==> src/rtl/pipeline_hazard_ctrl.sv <==
// pipeline_hazard_ctrl
//   Central stall/flush generator for the 5-stage pipeline. It detects load-use
//   hazards, waits out data-memory busy with a timeout, and sequences multi-cycle
//   front-end flushes after branch, trap or mret redirects.
//   The stall/flush outputs are combinational from state + inputs. Only the
//   sequencer state, its counter and the bubble counter are registered.
// Ports
//   i_clk, i_rst_n                 clock, async active-low reset
//   i_id_valid/rs1/rs2/uses_rs*    ID-stage operand info
//   i_ex_valid/is_load/rd          EX-stage producer info
//   i_redirect/trap_enter/mret     EX-stage PC redirect sources
//   i_mem_busy                     data memory not ready
//   o_*_stall / o_*_flush          pipeline register controls, PC hold
//   o_mem_timeout                  one-cycle pulse when busy outlasts MEM_TIMEOUT
//   o_bubble_cnt                   saturating count of ID/EX bubble cycles
module pipeline_hazard_ctrl #(
    parameter int unsigned FLUSH_CYCLES = 1,
    parameter int unsigned MEM_TIMEOUT  = 255,
    parameter int unsigned CNT_W        = 16
) (
    input  logic             i_clk,
    input  logic             i_rst_n,
    input  logic             i_id_valid,
    input  logic [4:0]       i_id_rs1,
    input  logic [4:0]       i_id_rs2,
    input  logic             i_id_uses_rs1,
    input  logic             i_id_uses_rs2,
    input  logic             i_ex_valid,
    input  logic             i_ex_is_load,
    input  logic [4:0]       i_ex_rd,
    input  logic             i_redirect,
    input  logic             i_trap_enter,
    input  logic             i_trap_mret,
    input  logic             i_mem_busy,
    output logic             o_pc_stall,
    output logic             o_ifid_stall,
    output logic             o_ifid_flush,
    output logic             o_idex_stall,
    output logic             o_idex_flush,
    output logic             o_exmem_stall,
    output logic             o_exmem_flush,
    output logic             o_mem_timeout,
    output logic [CNT_W-1:0] o_bubble_cnt
);

    localparam int unsigned SEQ_MAX = (MEM_TIMEOUT > FLUSH_CYCLES) ? MEM_TIMEOUT : FLUSH_CYCLES;
    localparam int unsigned SEQ_W   = $clog2(SEQ_MAX + 1);

    typedef enum logic [1:0] {
        ST_RUN,
        ST_MEM_WAIT,
        ST_FLUSH
    } state_t;

    state_t           state_q, state_d;
    logic [SEQ_W-1:0] seq_cnt_q, seq_cnt_d;
    logic [CNT_W-1:0] bubble_cnt_q;

    logic load_use;
    logic front_redirect;
    logic pc_stall, ifid_stall, ifid_flush, idex_stall, idex_flush;
    logic exmem_stall, exmem_flush, mem_timeout;

    // Load-use: a load in EX feeds a register ID reads; x0 is never a real dependency
    assign load_use = i_id_valid && i_ex_valid && i_ex_is_load && (i_ex_rd != 5'd0) &&
                      ((i_id_uses_rs1 && (i_id_rs1 == i_ex_rd)) ||
                       (i_id_uses_rs2 && (i_id_rs2 == i_ex_rd)));

    assign front_redirect = i_trap_mret || i_redirect;

    // State and sequencer counter (flush countdown or memory-wait count)
    always_ff @(posedge i_clk or negedge i_rst_n) begin
        if (!i_rst_n) begin
            state_q   <= ST_RUN;
            seq_cnt_q <= '0;
        end else begin
            state_q   <= state_d;
            seq_cnt_q <= seq_cnt_d;
        end
    end

    // Next-state and raw stall/flush decisions
    always_comb begin
        state_d     = state_q;
        seq_cnt_d   = seq_cnt_q;
        pc_stall    = 1'b0;
        ifid_stall  = 1'b0;
        ifid_flush  = 1'b0;
        idex_stall  = 1'b0;
        idex_flush  = 1'b0;
        exmem_stall = 1'b0;
        exmem_flush = 1'b0;
        mem_timeout = 1'b0;

        case (state_q)
            ST_RUN: begin
                if (i_trap_enter || front_redirect) begin
                    ifid_flush  = 1'b1;
                    idex_flush  = 1'b1;
                    exmem_flush = i_trap_enter;
                    if (FLUSH_CYCLES > 0) begin
                        state_d   = ST_FLUSH;
                        seq_cnt_d = SEQ_W'(FLUSH_CYCLES);
                    end
                end else if (i_mem_busy) begin
                    pc_stall    = 1'b1;
                    ifid_stall  = 1'b1;
                    idex_stall  = 1'b1;
                    exmem_stall = 1'b1;
                    state_d     = ST_MEM_WAIT;
                    seq_cnt_d   = SEQ_W'(1);
                end else if (load_use) begin
                    pc_stall   = 1'b1;
                    ifid_stall = 1'b1;
                    idex_flush = 1'b1;
                end
            end

            // EX is frozen here, so redirect sources are ignored until the wait ends
            ST_MEM_WAIT: begin
                if (i_mem_busy && (seq_cnt_q < SEQ_W'(MEM_TIMEOUT))) begin
                    pc_stall    = 1'b1;
                    ifid_stall  = 1'b1;
                    idex_stall  = 1'b1;
                    exmem_stall = 1'b1;
                    seq_cnt_d   = seq_cnt_q + SEQ_W'(1);
                end else begin
                    mem_timeout = i_mem_busy;
                    state_d     = ST_RUN;
                    seq_cnt_d   = '0;
                end
            end

            // Fetch is still returning wrong-path words: keep bubbling IF/ID
            ST_FLUSH: begin
                ifid_flush = 1'b1;
                if (i_trap_enter || front_redirect) begin
                    idex_flush  = 1'b1;
                    exmem_flush = i_trap_enter;
                    seq_cnt_d   = SEQ_W'(FLUSH_CYCLES);
                end else if (i_mem_busy) begin
                    pc_stall    = 1'b1;
                    ifid_stall  = 1'b1;
                    idex_stall  = 1'b1;
                    exmem_stall = 1'b1;
                end else if (seq_cnt_q == SEQ_W'(1)) begin
                    state_d   = ST_RUN;
                    seq_cnt_d = '0;
                end else begin
                    seq_cnt_d = seq_cnt_q - SEQ_W'(1);
                end
            end

            default: begin
                state_d   = ST_RUN;
                seq_cnt_d = '0;
            end
        endcase
    end

    // Reset forces a full flush; a flush always overrides a stall on the same register
    assign o_pc_stall    = i_rst_n && pc_stall;
    assign o_ifid_flush  = !i_rst_n || ifid_flush;
    assign o_ifid_stall  = i_rst_n && ifid_stall && !ifid_flush;
    assign o_idex_flush  = !i_rst_n || idex_flush;
    assign o_idex_stall  = i_rst_n && idex_stall && !idex_flush;
    assign o_exmem_flush = !i_rst_n || exmem_flush;
    assign o_exmem_stall = i_rst_n && exmem_stall && !exmem_flush;
    assign o_mem_timeout = i_rst_n && mem_timeout;

    // Saturating count of ID/EX bubble cycles
    always_ff @(posedge i_clk or negedge i_rst_n) begin
        if (!i_rst_n) begin
            bubble_cnt_q <= '0;
        end else if (o_idex_flush && (bubble_cnt_q != '1)) begin
            bubble_cnt_q <= bubble_cnt_q + CNT_W'(1);
        end
    end

    assign o_bubble_cnt = bubble_cnt_q;

endmodule

==> config.mk <==
export PLATFORM = sky130hd
export DESIGN_NAME = pipeline_hazard_ctrl
export DESIGN_NICKNAME = d
export VERILOG_FILES = /design/src/rtl/pipeline_hazard_ctrl.sv
export SDC_FILE = /design/constraint.sdc
export NUM_CORES = 1
export LEC_CHECK = 0
export BUFFER_PORTS_ARGS = -buffer_cell sky130_fd_sc_hd__buf_2
export CAP_MARGIN = 20
export CORE_UTILIZATION = 52
export CTS_CLUSTER_DIAMETER = 60
export DETAILED_ROUTE_END_ITERATION = 10
export PLACE_DENSITY_LB_ADDON = 0.25
export SLEW_MARGIN = 20
export SYNTH_ARGS = -nofsm -noshare
export SYNTH_HDL_FRONTEND = slang
export SYNTH_SLANG_ARGS = --single-unit
==> constraint.sdc <==
create_clock -name i_clk -period 2.6 [get_ports i_clk]
set_clock_uncertainty 0.15 [all_clocks]
set_input_delay 0.13 -clock i_clk [delete_from_list [all_inputs] [get_ports i_clk]]
set_output_delay 0.13 -clock i_clk [all_outputs]
set_load 0.05 [all_outputs]
After elaboration in Yosys (flattened, before gate mapping):

Cells that the tools add are included.

* order comparisons: 1
* equality and inequality tests: 12
* reductions and logical operators: 29
* muxes and demuxes: 31
* add/sub/neg operators: 3

Operators by type and width (count)
* two-way mux 8 bit: 6
* case mux 8 bit (3 select lines): 1
* adder 16 x 1 -> 16 bit, second input constant: 1
* != test 16 bit, second input constant: 1
* logical AND 1 bit: 14
* two-way mux 1 bit: 13
* two-way mux 2 bit: 6
* == test 5 bit: 2
* adder 8 x 1 -> 8 bit, second input constant: 1
* == test 8 x 1 -> 1 bit, second input constant: 1
* < comparator 8 bit, second input constant: 1
* != test 2 bit, second input constant: 4
* subtractor 8 x 1 -> 8 bit, second input constant: 1
* logical OR 1 bit: 6
* != test 3 bit, second input constant: 2
* case mux 1 bit (2 select lines): 3
* case mux 2 bit (3 select lines): 1
* AND reduction 5 bit: 1
* nonzero test 5 bit: 1
* logical NOT 1 bit: 4
* case mux 1 bit (3 select lines): 1
* == test 2 x 1 -> 1 bit, second input constant: 1
* == test 2 bit, second input constant: 1
* logical NOT 2 bit: 1
* 2 further kinds: 2

* register bits after elaboration: 26
* input bits: 26
* output and inout port bits: 24
* word-level logic and storage cells: 79

Logic depth before layout (Yosys ltp):

* depth after elaboration: 10
* depth in mapped cells: 8

Worst setup path after synthesis:

No wires, ideal clock.

* path type: reg-to-output
* from: register state_q[1]
* to: output port o_ifid_stall
* arrival: 2.758 ns
* path slack: -0.438 ns
* cell stages (with the launch flop): 7
* cells stage by stage: dfrtp_1 > buf_2 > and4b_1 > o21ai_0 > or3_1 > a21oi_1 > nor2b_1

* cells in the longest elaborated chain, start to end: 4

Ends and longest elaborated chain
* from (decl): line 55 `state_t state_q, state_d;`
* from (signal assigned): line 77 `state_q <= state_d;`
* == test 2 bit (tied with other cells)
* case mux 1 bit (3 select lines) *
* logical AND 1 bit *
* via o_pc_stall: line 35 `output logic o_pc_stall,`
* logical AND 1 bit *: line 164 `assign o_ifid_stall = i_rst_n && ifid_stall && !ifid_flush;`
* to (decl): line 36 `output logic o_ifid_stall,`

Mark *: on every way through the listed nets, which the timed path passes. The rest lies on a longest branch.

Worst setup path after layout:

* from: input port i_trap_mret
* to: output port o_ifid_stall

* cells in the longest elaborated chain, start to end: 6

Ends and longest elaborated chain
* from (decl): line 33 `input logic i_trap_mret,`
* logical OR 1 bit *: line 69 `assign front_redirect = i_trap_mret || i_redirect;`
* logical OR 1 bit *: line 97, 137
* two-way mux 1 bit, on equally long branches: line 137, 97
* case mux 1 bit (3 select lines) / case mux 1 bit (2 select lines) (equally long branches): line 95 `case (state_q)`
* logical AND 1 bit / logical NOT 1 bit (equally long branches): line 164
* logical AND 1 bit *: line 164

Every way passes the cells marked *; elsewhere a longest branch is shown, timed or not.

==> results.md <==
* # fillers at 296
* CTS sink count at 26
* Met3 usage at 3.20%
* Critical path type: in2out
* Initial antenna violation count at 0
* # rows at 21
* Crit share post-route at 94.1%
* Register area at roughly 650 um2
* Tot GR Track Use at 25.8%
* Synthesized flop and latch total at 26
* Die ar. at 0.00371 mm2
* Yosys top cell area share at 36.0%
* Slew Viols, Final at 0
* Pwr Total at 1.47 mW
* Buffers on Ports at between 40 and 50
* Maximum root-to-sink buffer count at 2
* Crit path launch type: input port
* Worst Path Required at 2.32 ns
* Vias per cell at 5.82
* Die width at 60.9 um
* Final HPWL from detailed placement at 3230 um
* Data arrival, critical path at 2.17 ns
* Status: finished clean
* Crit end category: primary output
* Ports at 50
* Vias after detailed routing at between 1500 and 2000
* Slew @ Worst Pin at between 0.4 and 0.5 ns
* Seq/Total Area, Yosys at 36.0%
* MaxCap Viol Count at 0
* Worst hold path class: in2reg
* Gr ovfl total at 0
* Crit-path leading delay family: simple AND/OR/NAND/NOR gates
* Detailed-route DRC error count at 0
* Grt met2 use at a little over two fifths
* Multi-input gate area at 0.00110 mm2
* First-pass GRT wire length at between 7000 and 8000 um
* RePlAce Congestion at 0.957
* Layout cells sized above 1 at 27.7%
* Worst-path clk slew at 0.13 ns
* Pwr Density at approximately 660 mW/mm2
* Fin Setup TNS at 0 ns
* Gate Count Post-Synth at 209
* Hold WS at 0.0679 ns
* Distinct cell type count after synthesis at 46
* Initial drt markers at 134
* Peak Freq at 409 MHz
* Slew HR at roughly 69%
* Synth-to-layout area growth at 23.6%
* Maximum VDD drop at 0.000611 V
* Worst skew pair latency at 0.32 ns
* Static Leakage at 0.997 nW
* Post-layout min period at around 2.4 ns
* Synthesized Nets at roughly 240
* H-tree levels at 1
* Layout Nets at 298
* ANT cells at 0
* CTS tree: built
* Syn Std Cell Area at between 0.0015 and 0.002 mm2
* Pre-CTS setup slack at 0.433 ns
* Synth top area cells: dfrtp_1, xnor2_1, xor2_1
* Post-synth EDFFs at 0
* DRT Pass-1 Iters at 4
* Max incr delay on CP at 0.53 ns
* Slowest cell on the critical path: dlygate4sd3_1
* Post-synth ARST share at 100%
* Final hold vios at 0
* Starting Density at 54.1%
* CTS root buffer: clkbuf_4
* Die extent in y at 60.9 um
* Antenna Nets Post-Route at 0
* Unrepaired setup endpoints after global routing: no
* Post-DR wirelength/cell at around 14 um
* CORE AREA at 0.00334 mm2
* Synth warn at 0
* Worst Path Max Fanout at 5
* CTS Buf Count at 3
* CP Buf/Inv Count at 3
* Vias in the first global route at 1612
* GRT Max-Usage Layer: met2
* M1 GR Usage at about a third
* DRT Wirelength at 4380 um
* Mean Syn Cell Area at 8.64 um2
* Critical-path cell list: dlygate4sd3_1, buf_2, nor3_1, nand2b_1, or3_1, a21oi_2, nor2b_2, buf_4
* Largest net degree at the start of global routing at 23
* Setup Viol. Count Final at 0
* Synth area leader: dfrtp_1
* Min setup slack post-route at approximately 0.15 ns
* Post-synth top flop: dfrtp_1
-- power breakdown --
part	switching (mW)	total (mW)	internal, mW	leakage (nW)
Clock	0.120	0.205	0.0856	0.0210
Sequential	0.131	0.619	0.487	0.337
Combinational	0.424	0.650	0.226	0.639
-- kinds of logic after synthesis --
logic type               count (synthesis)  share of synthesized area, %
AO/OA/AOI/OAI                           49                          18.0
XOR/XNOR                                25                          12.5
flip-flops                              26                          36.0
AND/OR/NAND/NOR                         88                          25.6
buffers and inverters                   14                          3.12
adder cells (fa/ha/maj)                  4                          2.77
multiplexers                             3                          1.87
-- what timing repair did --
action | in CTS | in global routing
hold endpoints to repair | 27 | 0
resized for setup | 0 | 3
endpoints found under the setup margin | 0 | 2
setup buffers | 0 | 2
hold buffers | 5 | 0
-- registers in the layout, indices dropped and copies added, names as in the netlist --
signal        cells
state_q           2
o_bubble_cnt     16
seq_cnt_q         8
-- worst register-to-register path: cells and delay by family, from the launching register on --
kind            cells  cell delay [ns]
simple gates        3             0.53
flops               1             0.46
mux                 1             0.35
fa+ha+maj           1             0.23
buf+inv             1             0.23
compound gates      1             0.16
-- metrics by stage --
step / std cells / utilization, % / cell area [um2]
floorplan: 209 / - / 1810
global placement: 302 / 63.7 / 2130
detailed placement: 302 / 63.7 / 2130
CTS: 311 / 66.3 / 2210
global route: 313 / 66.9 / 2230
finish: 313 / 66.9 / 2230
-- metal layers --
metal | wire [um] | vias up
met5 | 0 | -
met4 | 82 | 0
met3 | 221 | 13
met2 | 2150 | 69
met1 | 1930 | 852
li1 | - | 889
-- cells in the mapped netlist, types with 4 or more instances --
library cell	n
o21ai_0	8
nor2_1	21
inv_1	6
xor2_1	10
nand2b_1	4
a21oi_1	16
and3_1	5
clkbuf_1	5
ha_1	4
nand4_1	6
nand3_1	11
nand2_1	15
xnor2_1	14
dfrtp_1	26
nor3_1	8
-- layout by cell type, fill, tap and decap left out, types with 5 or more instances in the layout --
master / n
nand3_1: 11
dfrtp_1: 25
buf_2: 48
xor2_1: 10
o21ai_0: 8
nand4_1: 6
nor3_1: 8
a21oi_1: 15
and3_1: 5
xnor2_1: 14
nand2_1: 15
nor2_1: 21
inv_1: 6
dlygate4sd3_1: 5
buf_4: 9
-- final cells by class --
type / instances / share of cell area (%)
clock buffers: 4 / 1.63
inverters: 6 / 1.01
multi-input cells: 169 / 49.5
flip-flops and latches: 26 / 29.2
well taps: 46 / 2.58
repair buffers: 62 / 16.0
-- final timing paths --
check	cells after the start	slack (ns)	to	startpoint
min	3	0.07	state_q[1]$_DFFE_PN0P_	i_mem_busy
max	8	0.15	o_ifid_stall	i_trap_mret
min in group asynchronous	3	0.54	state_q[0]$_DFFE_PN0P_	i_rst_n
max reg2reg	7	0.40	o_bubble_cnt[1]$_DFFE_PN0P_	o_bubble_cnt[0]$_DFFE_PN0P_
min reg2reg	1	0.36	o_bubble_cnt[10]$_DFFE_PN0P_	o_bubble_cnt[10]$_DFFE_PN0P_
max in group asynchronous	4	0.93	seq_cnt_q[7]$_DFFE_PN0P_	i_rst_n
No activity file was read; power rests on OpenSTA's default activity.
